File: config.mk
export PLATFORM = sky130hd
export DESIGN_NAME = dmem_access_ctrl
export DESIGN_NICKNAME = d
export VERILOG_FILES = /design/src/rtl/dmem_access_ctrl.sv
export SDC_FILE = /design/constraint.sdc
export NUM_CORES = 1
export LEC_CHECK = 0
export BUFFER_PORTS_ARGS = -buffer_cell sky130_fd_sc_hd__buf_4
export CAP_MARGIN = 20
export CORE_AREA = 2 2 108 136
export CTS_CLUSTER_DIAMETER = 30
export CTS_CLUSTER_SIZE = 10
export DETAILED_ROUTE_END_ITERATION = 8
export DIE_AREA = 0 0 110 138
export HOLD_SLACK_MARGIN = 0.15
export PLACE_DENSITY = 0.72
export REMOVE_ABC_BUFFERS = 1
export SETUP_SLACK_MARGIN = 0.15
export SYNTH_ARGS = -nofsm -noshare
export SYNTH_HDL_FRONTEND = slang
export SYNTH_SLANG_ARGS = --single-unit
File: constraint.sdc
create_clock -name clk -period 5.7 [get_ports clk]
set_clock_uncertainty 0.2 [all_clocks]
set_input_delay 0.855 -clock clk [delete_from_list [all_inputs] [get_ports clk]]
set_output_delay 0.855 -clock clk [all_outputs]
set_load 0.005 [all_outputs]
File: src/rtl/dmem_access_ctrl.sv
// MEM-stage data-memory access controller: one blocking req/ack bus transaction per load/store,
// holding EX/MEM via stall, with store lane steering and load alignment/extension.
module dmem_access_ctrl #(
  parameter int TIMEOUT = 255
) (
  input  logic        clk,
  input  logic        rst,
  input  logic [1:0]  mem_op,
  input  logic [1:0]  mem_size,
  input  logic        mem_sign,
  input  logic [31:0] mem_addr,
  input  logic [31:0] mem_wdata,
  output logic        stall,
  output logic [31:0] ld_data,
  output logic        ld_valid,
  output logic        mis_err,
  output logic        bus_err,
  output logic        bus_req,
  output logic        bus_we,
  output logic [31:0] bus_addr,
  output logic [3:0]  bus_wstrb,
  output logic [31:0] bus_wdata,
  input  logic        bus_ack,
  input  logic [31:0] bus_rdata
);

  localparam int CNT_W = (TIMEOUT > 1) ? $clog2(TIMEOUT) : 1;

  typedef enum logic [1:0] {IDLE, REQ, DONE} state_t;

  state_t             state, state_nxt;
  logic               op_vld, op_store, misalign, start, tmo_hit;
  logic [CNT_W-1:0]   cnt;
  logic               load_p1, sign_p1;
  logic [1:0]         size_p1, lo_p1;

  function automatic logic [3:0] store_strb(input logic [1:0] size, input logic [1:0] lo);
    case (size)
      2'b00:   store_strb = 4'b0001 << lo;
      2'b01:   store_strb = 4'b0011 << {lo[1], 1'b0};
      default: store_strb = 4'b1111;
    endcase
  endfunction

  function automatic logic [31:0] store_lanes(input logic [1:0] size, input logic [31:0] wd);
    case (size)
      2'b00:   store_lanes = {4{wd[7:0]}};
      2'b01:   store_lanes = {2{wd[15:0]}};
      default: store_lanes = wd;
    endcase
  endfunction

  function automatic logic [31:0] load_extend(input logic [31:0] rdata, input logic [1:0] lo,
                                              input logic [1:0] size, input logic sgn);
    logic [31:0] sh;
    sh = rdata >> {lo, 3'b000};
    case (size)
      2'b00:   load_extend = {{24{sgn & sh[7]}}, sh[7:0]};
      2'b01:   load_extend = {{16{sgn & sh[15]}}, sh[15:0]};
      default: load_extend = rdata;
    endcase
  endfunction

  assign op_vld   = (mem_op == 2'b01) || (mem_op == 2'b10);
  assign op_store = (mem_op == 2'b10);
  assign misalign = ((mem_size == 2'b01) && mem_addr[0]) ||
                    (mem_size[1] && (mem_addr[1:0] != 2'b00));
  assign start    = (state == IDLE) && op_vld && !misalign;
  // TIMEOUT of 0 disables the watchdog; the counter may then wrap harmlessly.
  assign tmo_hit  = (TIMEOUT != 0) && (cnt == CNT_W'(TIMEOUT - 1));

  always_ff @(posedge clk or negedge rst) begin
    if (!rst) state <= IDLE;
    else      state <= state_nxt;
  end

  always_comb begin
    state_nxt = state;
    stall     = 1'b0;
    case (state)
      IDLE: begin
        stall = start;
        if (start) state_nxt = REQ;
      end
      REQ: begin
        stall = 1'b1;
        if (bus_ack || tmo_hit) state_nxt = DONE;
      end
      DONE:    state_nxt = IDLE;
      default: state_nxt = IDLE;
    endcase
  end

  // Bus launch (IDLE->REQ) and completion (REQ->DONE) registers
  always_ff @(posedge clk or negedge rst) begin
    if (!rst) begin
      bus_req   <= 1'b0;
      bus_we    <= 1'b0;
      bus_addr  <= '0;
      bus_wstrb <= '0;
      bus_wdata <= '0;
      ld_data   <= '0;
      ld_valid  <= 1'b0;
      mis_err   <= 1'b0;
      bus_err   <= 1'b0;
      cnt       <= '0;
      load_p1   <= 1'b0;
      sign_p1   <= 1'b0;
      size_p1   <= '0;
      lo_p1     <= '0;
    end else begin
      mis_err  <= (state == IDLE) && op_vld && misalign;
      ld_valid <= 1'b0;
      bus_err  <= 1'b0;
      case (state)
        IDLE: begin
          if (start) begin
            bus_req   <= 1'b1;
            bus_we    <= op_store;
            bus_addr  <= {mem_addr[31:2], 2'b00};
            bus_wstrb <= op_store ? store_strb(mem_size, mem_addr[1:0]) : 4'b0000;
            bus_wdata <= op_store ? store_lanes(mem_size, mem_wdata) : 32'h0;
            load_p1   <= !op_store;
            sign_p1   <= mem_sign;
            size_p1   <= mem_size;
            lo_p1     <= mem_addr[1:0];
            cnt       <= '0;
          end
        end
        REQ: begin
          if (bus_ack) begin
            bus_req  <= 1'b0;
            ld_valid <= load_p1;
            if (load_p1) ld_data <= load_extend(bus_rdata, lo_p1, size_p1, sign_p1);
          end else if (tmo_hit) begin
            bus_req  <= 1'b0;
            bus_err  <= 1'b1;
            ld_valid <= load_p1;
            ld_data  <= '0;
          end else begin
            cnt <= cnt + 1'b1;
          end
        end
        default: ;
      endcase
    end
  end

endmodule

* Word level (Yosys, flattened, before mapping)
Cells that the tools add are included.
** Operators by class
- $add $sub $neg :: 1
- Eq/ne operators :: 12
- Shifts and indexed selects :: 3
- Mux-type cells :: 26
- Bitwise gates (word level) :: 2
- Reductions and logical operators :: 21
** Operator list (number)
- $mux W32 :: 4
- $pmux W32 S2 :: 2
- $shr A32 B5 Y16 :: 1
- $mux W8 :: 3
- $pmux W8 S2 :: 1
- $mux W1 :: 9
- $add A8 B1 Y8 const B :: 1
- $eq A2 B1 Y1 const B :: 4
- $eq A8 B8 Y1 const B :: 1
- $ne A2 B2 Y1 const B :: 4
- $pmux W4 S2 :: 1
- $logic_not A2 Y1 :: 3
- $reduce_and A3 Y1 :: 2
- $reduce_bool A2 Y1 :: 3
- $logic_and A1 B1 Y1 :: 5
- $mux W2 :: 2
- $mux W4 :: 1
- $pmux W1 S2 :: 2
- $pmux W2 S2 :: 1
- $reduce_and A2 Y1 :: 2
- $reduce_and A4 Y1 :: 1
- $shl A1 B2 Y4 const A :: 1
- $shl A2 B2 Y4 const A :: 1
- $logic_or A1 B1 Y1 :: 3
- other kinds (5) :: 7
** Storage, ports and cells
- Bits in registers :: 119
- Input port bits :: 104
- Output and inout bits :: 106
- Word-level logic and storage cells :: 80

* Longest topological paths before layout
- Depth after elaboration :: 7
- Gate-level depth with buffers :: 8
- Depth with buffers taken out :: 6

* Worst setup path after synthesis
OpenSTA, ideal clock, no wires.
- Kind :: input-to-output
- From :: input port mem_op[0]
- To :: output port stall
- Arrival time :: 1.889 ns
- Required time :: 4.645 ns
- Setup slack :: 2.756 ns
- Stages :: 6
- Buffers on the path :: 1
- Cells stage by stage :: inv_1 > ha_1 > nor3_1 > nand3_1 > clkbuf_1 > nand2_1
** Between the ends
- Word-level cells in the longest chain between the ends :: 5
- Elaborated cells on any way between the ends :: 6
- Classes of those cells :: 2 x eq/ne; 1 x mux; 3 x reduce/logical
** Ends and longest elaborated chain
- start, declared :: line 8 : input logic [1:0] mem_op,
- $eq A2 B1 Y1 / $eq A2 B2 Y1 (equally long branches) :: line 64 : assign op_vld = (mem_op == 2'b01) || (mem_op == 2'b10);
- $logic_or A1 B1 Y1 (*) :: line 64
- $logic_and A1 B1 Y1 (*) (2 in series) :: line 68 : assign start = (state == IDLE) && op_vld && !misalign;
- $pmux W1 S2 (*) :: line 80 : case (state)
- end, declared :: line 13 : output logic stall,
Every way passes the cells marked *; elsewhere a longest branch is shown, timed or not.

* Worst setup path after layout
Same ends and word-level chain as after synthesis.

==> impl_metrics.toml <==
[outcome]
status = "finished clean"

[layout]
fill_cells = 1254
fin_cells = 966
area_delta_synth_final_pct = 39.3
antenna_cells = 0
drive_gt1_share_pct = 33.6
layout_common_cells = "buf_4 (210), nand2_1 (187), dfrtp_1 (119), nand3_1 (37), o21ai_0 (33)"
final_common_cell = "buf_4"
final_area_um2 = 7790
finalNetCount = 882

[clock_network]
htreeDepth = 4
cts_hold_buf = 0
insertion_delay_ns = 0.41
cts-root-buf = "clkbuf_16"
clkTransAtPathRegs_ns = 0.05
clockBufferDepth = 2
cts_tree = "yes"
cts_buffers = 17
cts_resized = 0
clock-sinks = 119
cts_setup_buffers = 0

[synthesis]
async_reset_ff_share_pct = 100
syn_inst = 589
synth_edf_count = 0
yosys_most_used_dff = "dfrtp_1"
ys_types = 47
synth.ff_latch_count = 119
syn_area_um2 = 5590
postSynthAreaPerCell_um2 = 9.50
ys_seq_area_share_pct = 53.2
yosys_warnings = 0

[critical_path]
r2r.worst_path.cells = 4
cp-start-kind = "primary input"
worstPathRequired_ns = 4.64
worst-setup-path-type = "primary input to output port"
cp_max_fo = 81
cp.arrival_ns = 2.75
crit_path_end_kind = "output port"

[drt]
wl_per_cell_um = 16.4
vias = 5112
viasPerCell = 5.29
detail-route-antenna-nets = 0
first_pass_iters = 7
drc = 0
first_iter_violations = 377
wirelength_um = 15800

[global_route]
antenna_found_initial = 0
grt_max_degree = 82
grt-ovfl-total = 0
grt_pass1_wl_um = 25300
grt.total_usage_pct = 21.1
grt_pass1_vias = 5076

[timing]
relSlewSlack_pct = 35.7
setup_viol = 0
tns_ns = 0
fin_ws_ns = 1.90
fin_crit_ns = 3.80
rsz0062_at_grt = "false"
hold_viol_final = 0
worstMarginPinSlew_ns = 0.964
drv_slew = 0
period_share_pct = 66.7
fmax_mhz = 263

[placed_design]
place_ws_ns = 1.86
place_inst = 934
dpl_cell_area_um2 = 7220
port_buffers = 207
gp_congestion = 0.839
place_hpwl_um = 11200

[flow_run]
drv_cap = 0

[floorplanning]
die_y_um = 138
core_area_um2 = 14000
die_area_um2 = 15200
rows = 49
die_x_um = 110
io-pin-count = 210
initial_core_util_pct = 39.8

[power_and_ir_drop]
p_leak_nw = 4.06
worst_ir_drop_vdd_mv = 0.211
power.total_mw = 3.37
p_per_area_nw_per_um2 = 433

[worst_hold_path]
min_delay_path_depth = 2
holdCritPathClass = "flop to flop"
final timing paths:
check	from	endpoint	slack (ns)
setup / recovery	mem_op[0]	stall	1.90
hold / removal	bus_wdata[14]	bus_wdata[14]	0.28
setup reg to reg	lo_p1[1]	ld_data[12]	3.12
hold reg to reg	bus_wdata[14]	bus_wdata[14]	0.28
max in group asynchronous	rst	bus_addr[21]	3.74
min in group asynchronous	rst	ld_data[19]	0.37
layout make-up:
type / count / area, µm² / share of cell area [%]
Multi-Input combinational cell: 418 / 2400 / 30.7
Clock inverter: 13 / 123 / 1.57
Inverter: 8 / 30.0 / 0.385
Clock buffer: 19 / 453 / 5.81
Tap cell: 178 / 223 / 2.86
Sequential cell: 119 / 2980 / 38.2
Timing Repair Buffer: 211 / 1590 / 20.4
layer usage:
metal / GRT usage [%] / part of all wire [%] / vias up / wire length [µm]
li1: - / - / 2412 / -
met1: 25.6 / 40 / 2447 / 6310
met2: 35.0 / 50 / 228 / 7870
met3: 6.22 / 8.6 / 25 / 1360
met4: 7.79 / 1.7 / 0 / 274
met5: 0 / 0 / - / 0
flip-flops by register name, summed over array words and instances (netlist names):
| signal | cells |
|---|---|
| lo_p1 | 2 |
| bus_wdata | 32 |
| mis_err | 1 |
| bus_wstrb | 4 |
| load_p1 | 1 |
| bus_addr | 30 |
| sign_p1 | 1 |
| size_p1 | 2 |
| ld_data | 32 |
| bus_err | 1 |
| bus_req | 1 |
| cnt | 8 |
| state | 2 |
| ld_valid | 1 |
| bus_we | 1 |
synth_stat cells (all sizes together), types with 2 or more instances:
cell	n	area share (%)
ha	3	0.67
mux2i	19	3.4
dfrtp	119	53
a21boi	2	0.27
nor2b	2	0.22
mux2	16	3.2
or4	2	0.27
a2bb2oi	7	1.1
nand3b	8	1.1
inv	8	0.54
buf	19	2.0
and2	3	0.34
clkbuf	26	1.7
nor4	2	0.49
nand2	187	13
a21oi	5	0.45
nand4	4	0.45
o211ai	8	1.1
nand3	38	3.4
a221o	24	4.3
and3	9	1.0
o2bb2ai	8	1.3
xnor2	2	0.31
o31ai	2	0.27
nor3	2	0.18
nor2	15	1.1
o21ai	33	3.0
nand2b	2	0.22
per-stage QoR:
step / hold WS [ns] / utilization [%]
after floorplan: 0.256 / -
after global placement: 0.254 / 51.3
after detailed placement: 0.260 / 51.4
after CTS: 0.276 / 55.5
after global routing: 0.298 / 55.5
final: 0.275 / 55.5
power breakdown:
part / internal [mW] / switching, mW
logic: 0.577 / 0.425
registers: 1.11 / 0.231
clock network: 0.625 / 0.399
kinds of logic (layout without fill, tap and decap cells):
family,Yosys count,in the layout,share of synthesized area (%)
AOI/OAI and AO/OA,96,96,12.7
xor gates and xnor gates,2,2,0.313
adders and majority gates,3,3,0.671
buffers and inverters,53,251,4.25
DFF,119,119,53.2
muxes,35,35,6.62
other,1,2,0.0670
and+or+nand+nor,280,280,22.2
critical path, cell delays in order:
cell and delay, ns:
buf_4 0.08, inv_1 0.03, ha_1 0.30, nor3_1 0.38, nand3_4 0.72, nand2_1 0.24, buf_4 0.14
No activity file was read; power rests on OpenSTA's default activity.
